[src/rtl/pipe_seq_pkg.sv]
// pipe_seq_pkg: shared state encoding and drain-counter sizing for pipeline_sequencer
package pipe_seq_pkg;
  typedef enum logic [1:0] {PS_IDLE, PS_RUN, PS_DRAIN, PS_DONE} pipe_state_e;
  function automatic int drain_w(input int dc);
    return $clog2(dc + 1);
  endfunction
endpackage

[src/rtl/load_use_detect.sv]
// load_use_detect: flags a load in EX whose destination feeds an operand read in ID
module load_use_detect #(
  parameter int REG_ADDR_W = 3
) (
  input  logic                  i_ex_memread,
  input  logic [REG_ADDR_W-1:0] i_ex_rd,
  input  logic [REG_ADDR_W-1:0] i_id_rs,
  input  logic [REG_ADDR_W-1:0] i_id_rd,
  input  logic                  i_id_uses_rs,
  input  logic                  i_id_uses_rd,
  output logic                  o_stall
);
  assign o_stall = i_ex_memread & ((i_id_uses_rs & (i_ex_rd == i_id_rs)) | (i_id_uses_rd & (i_ex_rd == i_id_rd)));
endmodule

[src/rtl/pipeline_sequencer.sv]
// pipeline_sequencer: start/run/drain/done controller driving IF/ID and ID/EX enables, flushes and bubbles; PIPE_SEQ_PERF_EN enables the perf counters
import pipe_seq_pkg::*;
module pipeline_sequencer #(
  parameter int NUM_STAGES   = 5,
  parameter int REG_ADDR_W   = 3,
  parameter int DRAIN_CYCLES = NUM_STAGES - 2,
  parameter int CNT_W        = 16
) (
  input  logic                  clk,
  input  logic                  reset,
  input  logic                  start,
  input  logic                  halt_id,
  input  logic                  branch_id,
  input  logic                  exc_req,
  input  logic [REG_ADDR_W-1:0] id_rs,
  input  logic [REG_ADDR_W-1:0] id_rd,
  input  logic                  id_uses_rs,
  input  logic                  id_uses_rd,
  input  logic                  ex_memread,
  input  logic [REG_ADDR_W-1:0] ex_rd,
  output logic                  pc_en,
  output logic                  ifid_en,
  output logic                  ifid_flush,
  output logic                  idex_bubble,
  output logic                  exmem_kill,
  output logic                  running,
  output logic                  done,
  output logic                  exc_flag,
  output logic [CNT_W-1:0]      cycle_count,
  output logic [CNT_W-1:0]      stall_count
);
  localparam int DW = drain_w(DRAIN_CYCLES);
  if (NUM_STAGES < 3 || DRAIN_CYCLES < 1) begin : g_bad_cfg
    $error("pipeline_sequencer: NUM_STAGES must be >=3 and DRAIN_CYCLES >=1");
  end
  pipe_state_e r_state, w_next;
  logic [DW-1:0] r_drain;
  logic r_exc;
  logic w_stall, w_start, w_launch;
  load_use_detect #(.REG_ADDR_W(REG_ADDR_W)) u_lud (
    .i_ex_memread(ex_memread),
    .i_ex_rd     (ex_rd),
    .i_id_rs     (id_rs),
    .i_id_rd     (id_rd),
    .i_id_uses_rs(id_uses_rs),
    .i_id_uses_rd(id_uses_rd),
    .o_stall     (w_stall)
  );
  // reset beats a coincident start, so start is masked while reset is high
  assign w_start  = start & ~reset;
  assign w_launch = w_start & ((r_state == PS_IDLE) | (r_state == PS_DONE));
  assign running  = r_state == PS_RUN;
  assign done     = r_state == PS_DONE;
  assign exc_flag = r_exc;
  // next state and pipeline controls; exception outranks halt, halt outranks branch, and a stall defers both
  always_comb begin
    w_next      = r_state;
    pc_en       = 1'b0;
    ifid_en     = 1'b0;
    ifid_flush  = 1'b0;
    idex_bubble = 1'b0;
    exmem_kill  = 1'b0;
    case (r_state)
      PS_IDLE, PS_DONE: begin
        ifid_flush  = w_start;
        idex_bubble = w_start;
        w_next      = w_start ? PS_RUN : r_state;
      end
      PS_RUN: begin
        pc_en       = ~w_stall;
        ifid_en     = ~w_stall;
        idex_bubble = w_stall;
        if (exc_req) begin
          ifid_flush  = 1'b1;
          idex_bubble = 1'b1;
          exmem_kill  = 1'b1;
          pc_en       = 1'b0;
          w_next      = PS_DRAIN;
        end else if (halt_id && !w_stall) begin
          ifid_flush  = 1'b1;
          idex_bubble = 1'b1;
          pc_en       = 1'b0;
          w_next      = PS_DRAIN;
        end else if (branch_id && !w_stall) begin
          ifid_flush = 1'b1;
        end
      end
      default: begin
        ifid_flush  = 1'b1;
        idex_bubble = 1'b1;
        w_next      = (r_drain == '0) ? PS_DONE : PS_DRAIN;
      end
    endcase
  end
  // state, drain countdown (preloaded every RUN cycle so it is ready on entry) and sticky exception flag
  always_ff @(posedge clk) begin
    if (reset) begin
      r_state <= PS_IDLE;
      r_drain <= '0;
      r_exc   <= 1'b0;
    end else begin
      r_state <= w_next;
      r_drain <= (r_state == PS_RUN) ? DW'(DRAIN_CYCLES - 1) : (r_drain != '0) ? r_drain - DW'(1) : r_drain;
      r_exc   <= w_launch ? 1'b0 : (running & exc_req) ? 1'b1 : r_exc;
    end
  end
`ifdef PIPE_SEQ_PERF_EN
  logic [CNT_W-1:0] r_cyc, r_stl;
  // saturating perf counters, cleared by reset or a new run
  always_ff @(posedge clk) begin
    if (reset || w_launch) begin
      r_cyc <= '0;
      r_stl <= '0;
    end else begin
      if ((running || r_state == PS_DRAIN) && !(&r_cyc)) r_cyc <= r_cyc + CNT_W'(1);
      if (running && w_stall && !(&r_stl)) r_stl <= r_stl + CNT_W'(1);
    end
  end
  assign cycle_count = r_cyc;
  assign stall_count = r_stl;
`else
  assign cycle_count = '0;
  assign stall_count = '0;
`endif
endmodule
[config.mk]
export PLATFORM = sky130hd
export DESIGN_NAME = pipeline_sequencer
export DESIGN_NICKNAME = d
export VERILOG_FILES = /design/src/rtl/pipe_seq_pkg.sv /design/src/rtl/load_use_detect.sv /design/src/rtl/pipeline_sequencer.sv
export SDC_FILE = /design/constraint.sdc
export NUM_CORES = 1
export LEC_CHECK = 0
export BUFFER_PORTS_ARGS = -buffer_cell sky130_fd_sc_hd__buf_2
export CAP_MARGIN = 20
export CORE_MARGIN = 2
export CORE_UTILIZATION = 39
export CTS_CLUSTER_DIAMETER = 50
export CTS_CLUSTER_SIZE = 12
export DETAILED_ROUTE_END_ITERATION = 6
export GPL_TIMING_DRIVEN = 0
export PLACE_DENSITY = 0.84
export SLEW_MARGIN = 20
export SYNTH_ARGS = -nofsm -noshare
export SYNTH_HDL_FRONTEND = slang
export SYNTH_SLANG_ARGS = --single-unit
[constraint.sdc]
create_clock -name clk -period 2.85 [get_ports clk]
set_input_delay 0.285 -clock clk [delete_from_list [all_inputs] [get_ports clk]]
set_output_delay 0.285 -clock clk [all_outputs]
set_load 0.005 [all_outputs]
Yosys cells after proc, flatten, opt, wreduce, memory -nomap -nowiden:

Cells that the tools add are included.

* equality and inequality tests: 6
* $add $sub $neg: 1
* bitwise operators: 10
* multiplexer cells: 20
* reductions and logical operators: 11

Operators with widths (count)
* $mux W1: 12
* $mux W2: 5
* $and A1 B1 Y1: 6
* $eq A3 B3 Y1: 2
* $reduce_or A2 Y1: 3
* $logic_not A2 Y1: 2
* $pmux W1 S2: 2
* $pmux W2 S2: 1
* $reduce_bool A2 Y1: 2
* $ne A3 B2 Y1 const B: 1
* $eq A2 B1 Y1 const B: 1
* $eq A2 B2 Y1 const B: 1
* $logic_and A1 B1 Y1: 2
* $ne A2 B2 Y1 const B: 1
* $not A1 Y1: 2
* $or A1 B1 Y1: 2
* $reduce_and A2 Y1: 1
* $sub A2 B1 Y2 const B: 1
* $logic_not A1 Y1: 1

* register bits after elaboration: 5
* input port bits: 18
* logic and storage cells: 52

Longest topological paths before layout:

* depth in word-level cells: 10
* gate-level depth with buffers: 6
* depth with buffers taken out: 6

Hierarchy:

A second synthesis with hierarchy kept.

* cell total of the unflattened synthesis: 76
* area, all modules: 631.9 um^2

Modules (own cells, without submodules)
* pipeline_sequencer: cells an instance 67, area an instance 559.3 um^2, times used 1, sequential area each 100.1 um^2
* load_use_detect: cells an instance 9, area an instance 72.6 um^2, times used 1, sequential area each 0.0 um^2

Worst setup path before layout:

No wires, ideal clock.

* path kind: register to output
* start point: register r_state[1]
* end point: output port ifid_flush
* arrival: 1083 ps
* path buffers: 0
* cell stages (with the launch flop): 6
* slack: 1482 ps
* required time: 2565 ps
* cells stage by stage: dfxtp_1 -> inv_1 -> ha_1 -> and2_1 -> nor2_1 -> o221ai_1

* elaborated cells on any way between the ends: 5
* those cells by class: eq/ne: 2; mux: 1; reduce/logical: 2

RTL lines
* from (decl): RTL line pipeline_sequencer.sv:36 `pipe_state_e r_state, w_next;`
* from (signal assigned): RTL line pipeline_sequencer.sv:102 `r_state <= w_next;`
* $eq A2 B1 Y1
* net running: RTL line pipeline_sequencer.sv:26 `output logic running,`
* $pmux W1 S2: RTL line pipeline_sequencer.sv:63 `case (r_state)`
* to (decl): RTL line pipeline_sequencer.sv:23 `output logic ifid_flush,`

The timed path passes the listed nets, and every way through them passes these cells.

Worst setup path after layout:

* start point: register r_state[1]
* end point: output port ifid_flush

* cells in the longest elaborated chain, start to end: 3
* elaborated cells on any way between the ends: 5
* those cells by class: eq/ne: 2; mux: 1; reduce/logical: 2

Ends and longest elaborated chain (RTL line)
* $eq A2 B2 Y1 / $logic_not A2 Y1 (equally long branches): pipeline_sequencer.sv:63
* $reduce_or A2 Y1: pipeline_sequencer.sv:63
* $pmux W1 S2 *: pipeline_sequencer.sv:63

Mark *: on every way between the ends. The rest lies on a longest branch, timed or not.

==> results.py <==
metrics = {
    "setup_path": {
        "cp_slowest_cell": "dfxtp_1",
        "critPathLaunchType": "flop",
        "crit_type": "flop to output port",
        "critPathMaxFanout": 7,
        "path_cells": "inv_1 > ha_1 > and2_1 > nor2_1 > o221ai_1 > buf_2",
        "cp-end-kind": "output port",
        "max_stage_delay_ps": 350,
        "cp.required_ps": 2570,
        "cp.arrival_ps": 1540,
    },
    "run_status": {
        "status": "completed",
    },
    "logic_synthesis": {
        "netlist_area_sq_um": 639,
        "yosysWarnings": 0,
        "synth.largest_area_cell": "buf_4",
        "yosys.area.top_type_share": 0.376,
        "yosys-top-cells-area": "buf_4, dfxtp_1, xnor2_1, ha_1, nor2_1",
        "synthCells": 83,
        "synth_seq_cells": 5,
        "syn_avg_cell_area_sq_um": 7.70,
        "ys_types": 25,
        "ys_seq_area_frac": 0.157,
    },
    "global_route": {
        "grt_pass1_wl_um": 1810,
        "antenna_found_initial": 0,
        "grt_max_degree": 10,
        "grt_pass1_vias": 486,
        "grt_overflow": 0,
        "grt.total_usage": 0.125,
    },
    "final_layout": {
        "area_growth_pct": 44.2,
        "drive_gt1_frac": 0.430,
        "n_antenna_cell": 0,
        "utilization": 0.605,
        "layout.cells.most_common_list": "buf_4, conb_1, buf_2, nor2_1, xnor2_1",
        "nNetsFinal": 164,
    },
    "timing": {
        "maxSlewViolCount": 0,
        "fin_skew_ps": 0.220,
        "setup_tns_ps": 0,
        "fin_crit_ps": 1830,
        "period_share": 0.642,
        "max_freq_ghz": 0.547,
        "rsz0062_at_grt": "false",
        "finalSetupViolCount": 0,
        "finalHoldViolations": 0,
        "setup_ws_ps": 1020,
    },
    "placed_design": {
        "pre_cts_ws_ps": 1160,
        "portBuffers": 24,
        "gp_congestion": 0.746,
        "place_hpwl_um": 1130,
    },
    "floorplanning": {
        "dieArea_sq_um": 1980,
        "dieWidth_um": 44.5,
        "start_util": 0.420,
        "core-area_sq_um": 1520,
        "fp.dieH_um": 44.5,
        "rows": 14,
        "io-pin-count": 58,
    },
    "drt": {
        "post-route-drc-count": 0,
        "first_iter_violations": 5,
        "vias": 630,
        "dr.pass1.iters": 4,
        "wl_met1_um": 418,
        "antenna_left": 0,
        "wl_met2_um": 641,
        "wl_met3_um": 140,
        "drt-total-wl_um": 1230,
        "routed_via_density": 3.99,
        "highest_layer": "met4",
        "wire_per_inst_um": 7.81,
    },
    "clock_tree": {
        "cts_tree": "built",
        "clkTransAtPathRegs_ps": 40,
        "ctsHoldBuffers": 0,
        "cts_resized": 0,
        "cts_root_buf": "clkbuf_4",
        "htreeDepth": 1,
        "postCtsSetupBuffers": 0,
        "clock_latency_ps": 230,
        "cts.sinks": 5,
        "cts_buffers": 3,
        "clk_path_buf_depth": 2,
    },
    "power_and_ir_drop": {
        "vdd_drop_max_v": 0.000276,
        "power_density_nw_per_um2": 493,
        "p_leak_nw": 0.548,
    },
    "job": {
        "drv_cap": 0,
    },
    "worst_hold_path": {
        "hp-class": "input pin to flop",
    },
}
==> cells by family after synthesis <==
logic type	share of synthesized area
AND/OR/NAND/NOR	0.121
adder cells (fa/ha/maj)	0.0587
buffers and inverters	0.411
multiplexers	0.0157
flip-flops	0.157
XOR/XNOR	0.0822
AO/OA/AOI/OAI	0.149
other	0.00587
==> per-stage QoR <==
stage	hold WS (ps)	cell area [sq um]	total power, mW	std cells
finish	373	922	0.454	158
floorplan	424	756	0.292	114
global placement	432	896	0.364	154
CTS	359	922	0.459	158
global route	372	922	0.495	158
detailed placement	445	896	0.375	154
==> path summary, 6_finish.rpt <==
check,slack [ps],endpoint,from,cells past startpoint
max,1020,ifid_flush,r_state[1]$_SDFFE_PP0P_,6
min,370,exc_flag$_SDFFE_PP0P_,start,3
max reg2reg,1380,r_state[1]$_SDFFE_PP0P_,r_state[1]$_SDFFE_PP0P_,6
min reg2reg,450,r_drain[0]$_SDFFE_PP0N_,r_drain[0]$_SDFFE_PP0N_,1
==> metal layers <==
metal,vias up,global-route usage
met3,4,0.0653
met1,259,0.100
met5,-,0
li1,330,-
met4,0,0.0545
met2,37,0.243
==> worst max-delay path, delay by kind of cell (launching register included) <==
family,cells,cell delay (ps)
flops,1,350
buf+inv,2,210
compound gates,1,130
simple gates,2,350
fa+ha+maj,1,270
==> area by class of cell <==
type / count / area [sq um]
Multi-Input combinational cell: 71 / 393
Timing Repair Buffer: 24 / 120
Sequential cell: 5 / 100
Fill cell: 143 / 602
Clock buffer: 4 / 26.3
Inverter: 5 / 18.8
Tap cell: 16 / 20.0
Buffer: 33 / 244
==> power by group <==
group	total (mW)	internal (mW)	switching [mW]
sequential	0.105	0.0907	0.0139
combinational	0.272	0.135	0.137
clock	0.0776	0.0527	0.0250
total	0.454	0.279	0.176
==> registers in the layout, summed over array words and instances, names as in the netlist <==
signal    count
r_state       2
exc_flag      1
r_drain       2
==> cells in the mapped netlist <==
cell and instances:
nor3_1 1, o211ai_1 1, nand2_1 1, o21a_1 1, nor2_1 7, o21ai_0 3
and2_1 1, o41ai_1 2, mux2i_1 1, dfxtp_1 5, xnor2_1 6, conb_1 1
nand2b_2 1, inv_1 5, o221ai_1 1, a21oi_1 3, o22ai_1 1, clkbuf_1 1
a211oi_2 1, nor4b_1 1, buf_4 32, o21ai_1 1, ha_1 3, nand4_1 2
nand2b_1 1
Note: power is estimated with default switching activity, not from simulation.
